--- src/rtl/sipo_deser.sv ---
// Serial-to-parallel deserializer: assembles WIDTH-bit words from a qualified bit stream
// and hands them to a consumer through a one-word valid/ready holding register.
module sipo_deser #(
  parameter int WIDTH     = 4,
  parameter bit MSB_FIRST = 1'b0
) (
  input  logic                       clk,
  input  logic                       clr_n,
  input  logic                       sin,
  input  logic                       sin_vld,
  input  logic                       frame_start,
  output logic [WIDTH-1:0]           dout,
  output logic                       dout_vld,
  input  logic                       dout_rdy,
  output logic                       overflow,
  input  logic                       ovf_clr,
  output logic [$clog2(WIDTH)-1:0]   bit_cnt
);

  localparam int            CW       = $clog2(WIDTH);
  localparam logic [CW-1:0] LAST_BIT = CW'(WIDTH - 1);

  logic [WIDTH-1:0] shreg;
  logic [WIDTH-1:0] word;
  logic [CW-1:0]    cur;
  logic [CW-1:0]    pos;
  logic [CW-1:0]    cnt_nxt;
  logic             complete;
  logic             drop;

  // Each bit is written straight into its final slot, which gives the same word as
  // shifting; frame_start restarts the word from an empty register at bit 0.
  always_comb begin
    cur      = frame_start ? '0 : bit_cnt;
    pos      = MSB_FIRST ? (LAST_BIT - cur) : cur;
    word     = frame_start ? '0 : shreg;
    word[pos] = sin;
    complete = sin_vld && (cur == LAST_BIT);
    drop     = complete && dout_vld && !dout_rdy;
    cnt_nxt  = bit_cnt;
    if (sin_vld) begin
      cnt_nxt = complete ? '0 : cur + 1'b1;
    end else if (frame_start) begin
      cnt_nxt = '0;
    end
  end

  always_ff @(posedge clk or negedge clr_n) begin
    if (!clr_n) begin
      shreg   <= '0;
      bit_cnt <= '0;
    end else begin
      bit_cnt <= cnt_nxt;
      if (sin_vld) begin
        shreg <= complete ? '0 : word;
      end else if (frame_start) begin
        shreg <= '0;
      end
    end
  end

  // A completed word is dropped only when the holding register is full and not being drained.
  always_ff @(posedge clk or negedge clr_n) begin
    if (!clr_n) begin
      dout     <= '0;
      dout_vld <= 1'b0;
      overflow <= 1'b0;
    end else begin
      if (complete && (!dout_vld || dout_rdy)) begin
        dout     <= word;
        dout_vld <= 1'b1;
      end else if (!complete && dout_vld && dout_rdy) begin
        dout_vld <= 1'b0;
      end
      if (drop) begin
        overflow <= 1'b1;
      end else if (ovf_clr) begin
        overflow <= 1'b0;
      end
    end
  end

endmodule

--- config.mk ---
export PLATFORM = sky130hd
export DESIGN_NAME = sipo_deser
export DESIGN_NICKNAME = d
export VERILOG_FILES = /design/src/rtl/sipo_deser.sv
export SDC_FILE = /design/constraint.sdc
export NUM_CORES = 1
export LEC_CHECK = 0
export BUFFER_PORTS_ARGS = -buffer_cell sky130_fd_sc_hd__buf_4
export CORE_MARGIN = 2
export CORE_UTILIZATION = 45
export CTS_CLUSTER_DIAMETER = 50
export DETAILED_ROUTE_END_ITERATION = 10
export PLACE_DENSITY_LB_ADDON = 0.3
export SLEW_MARGIN = 20
export SYNTH_ARGS = -nofsm -noshare
export SYNTH_HDL_FRONTEND = slang
export SYNTH_SLANG_ARGS = --single-unit
--- constraint.sdc ---
create_clock -name clk -period 2.3 [get_ports clk]
set_clock_uncertainty 0.1 [all_clocks]
set_input_delay 0.115 -clock clk [delete_from_list [all_inputs] [get_ports clk]]
set_output_delay 0.115 -clock clk [all_outputs]
set_load 0.05 [all_outputs]
==> impl_metrics.ini <==
[job]
cap_violations = 0

[logic_synthesis]
synth.avg_cell_area_sq_um = 12.5
synth-simple-area-share_pct = 21.3
synthesis.instances = 53
synth.largest_area_cell = dfrtp_1
synth_top_area_share_pct = 45.2
synth_top_family_by_area = simple AND/OR/NAND/NOR gates
syn_nets = 60
synth-seq-cells = 12
synth.cell_area_sq_um = 664
ys.flop_type = dfrtp_1
synth_fa_ha_area_share_pct = 0
synth-compound-area-share_pct = 6.97
synth.top_cells.by_area = dfrtp_1 (45%), mux2_4 (14%), buf_6 (5.1%)
synth_edf_count = 0
async_reset_ff_share_pct = 100
ys_seq_area_share_pct = 45.2
synthMuxAreaShare_pct = 16.9
ys_warn_count = 0
netlist-cell-type-count = 24
synthXorXnorAreaFrac_pct = 2.64

[clock_tree]
cts_buffers = 3
clk_latency_ns = 0.26
cts_sinks = 12
clk_pin_slew_ns = 0.07
htreeDepth = 1
root_buffer = clkbuf_4
cts_tree = yes
clockBufferDepth = 2

[layout]
syn2layout_area_growth_pct = 20.7
fillers = 115
drive_gt1_share_pct = 42.0
fin_nets = 78
n_antenna_cell = 0
finalInstanceArea_sq_um = 802

[floorplan]
ioPinCount = 15
dieArea_sq_mm = 0.00180
core_sq_mm = 0.00133
die_h_um = 42.4
initial_core_util_pct = 49.8
row_count = 13
die_x_um = 42.4

[placed_design]
port_buffers = 14
place.gp.congestion = 0.728
hpwl_um = 828
dpl-instance-area_sq_um = 749

[sta]
finalSetupViolations = 0
rsz0062_at_grt = false
worst_pin_slew_ns = 0.412
hold_violations = 0
tns_ns = 0
drv_slew = 0
relSlewSlack_pct = 72.5
post-route-period-util_pct = 69.3
max_freq_mhz = 628
fin_crit_ns = 1.59
timing.hold.ws_ns = 0.0314

[critical_path]
cp_cell_sequence = nand2b_4 -> mux2_4 -> mux2_4
path_class = reg2reg
crit_required_ns = 2.35
end_kind = register
startpoint_type = register
cp.buffers_inverters = 0
cp_max_fo = 12
cpLargestDelayFamily = flip-flops
cpPeakStageDelay_ns = 0.60
crit_path_frequent_cell = mux2_4
cpMaxStageDelayCell = dfrtp_1
cp.arrival_ns = 1.64

[grt]
antenna_found_initial = 0
gr-total-overflow = 0
grt_max_degree = 13
global_route.usage.total_pct = 14.3
grt_pass1_vias = 424
grt_pass1_wl_mm = 1.95

[drt]
wire_per_inst_um = 13.3
drtPass1Iterations = 4
vias = 441
remaining_drc_errors = 0
postRouteAntennaNets = 0
viasPerCell = 5.25
drt_wl_total_mm = 1.11
drt_iter0_markers = 3

[run_status]
outcome = completed

[pwr]
power_density_mw_per_mm2 = 771
ir_drop_uv = 355
power.leakage_nw = 0.408
power_mw = 0.619

[hold_path]
holdCritPathClass = in2reg
report_power, final:
group | leakage, nW | switching [mW] | internal [mW]
Clock | 0.0138 | 0.0614 | 0.0603
Sequential | 0.161 | 0.0308 | 0.239
Combinational | 0.234 | 0.129 | 0.0979
state kept, by name, summed over array words and instances (netlist names):
register  cells
bit_cnt       2
shreg         4
dout          4
overflow      1
dout_vld      1
routing by layer:
| metal | part of all wire [%] | GRT usage (%) | vias to the layer above |
|---|---|---|---|
| li1 | - | - | 217 |
| met1 | 47 | 19.7 | 210 |
| met2 | 47 | 21.2 | 14 |
| met3 | 5.1 | 2.59 | 0 |
| met4 | 0 | 7.50 | 0 |
| met5 | 0 | 0 | - |
cell usage in the layout (no fill, tap or decap), types with 2 or more instances in the layout:
cell type,instances
inv_1,2
nand2b_1,2
a21oi_1,3
dlygate4sd3_1,3
nand2_1,6
clkbuf_4,3
nand3b_1,2
nand4b_1,2
dfrtp_1,12
mux2_4,6
buf_4,14
timing repair:
action | 4_1_cts | 5_1_grt
hold endpoints to repair | 16 | 0
buffers inserted | 0 | 0
resized for setup | 0 | 0
hold buffers | 3 | 0
through the flow:
stage | utilization (%) | setup WS, ns | instances
2_1_floorplan | - | 0.580 | 53
3_3_place_gp | 56.2 | 0.749 | 78
3_5_place_dp | 56.2 | 0.719 | 78
4_1_cts | 60.1 | 0.701 | 84
5_1_grt | 60.1 | 0.625 | 84
6_report | 60.1 | 0.707 | 84
cell families (layout without fill, tap and decap cells):
kind of cell,Yosys count,count (layout)
AOI/OAI and AO/OA,7,7
xor gates and xnor gates,2,2
buffers and inverters,6,22
DFF,12,12
muxes,8,8
and+or+nand+nor,18,18
area by class of cell:
class                      instances  area (sq um)  area share, %
multi-input combinational         35           318           39.6
inverter                           2          7.51          0.936
sequential                        12           300           37.4
timing repair buffer              17           135           16.8
tap                               15          18.8           2.34
clock buffer                       3          22.5           2.81
Yosys cell counts (2+ instances only):
cell / instances
nand4b_1: 2
nand2_1: 6
inv_1: 2
nand2b_1: 2
nand3b_1: 2
buf_6: 3
mux2_4: 6
dfrtp_1: 12
a21oi_1: 3
worst register-to-register path, stage by stage, from the launching register on:
cell and delay, ns:
dfrtp_1 0.60, nand2b_4 0.23, mux2_4 0.31, mux2_4 0.25
final timing paths:
kind | start | endpoint | slack (ns) | cells after the start
worst max-delay path | bit_cnt[1]$_DFF_PN0_ | dout[1]$_DFFE_PN0P_ | 0.71 | 3
worst min-delay path | sin_vld | bit_cnt[0]$_DFF_PN0_ | 0.03 | 2
worst max register to register | bit_cnt[1]$_DFF_PN0_ | dout[1]$_DFFE_PN0P_ | 0.71 | 3
worst min register to register | dout[0]$_DFFE_PN0P_ | dout[0]$_DFFE_PN0P_ | 0.41 | 1
max in group asynchronous | clr_n | bit_cnt[0]$_DFF_PN0_ | 1.81 | 2
min in group asynchronous | clr_n | dout[1]$_DFFE_PN0P_ | 0.13 | 2
Power figures use the tool's default switching activity.
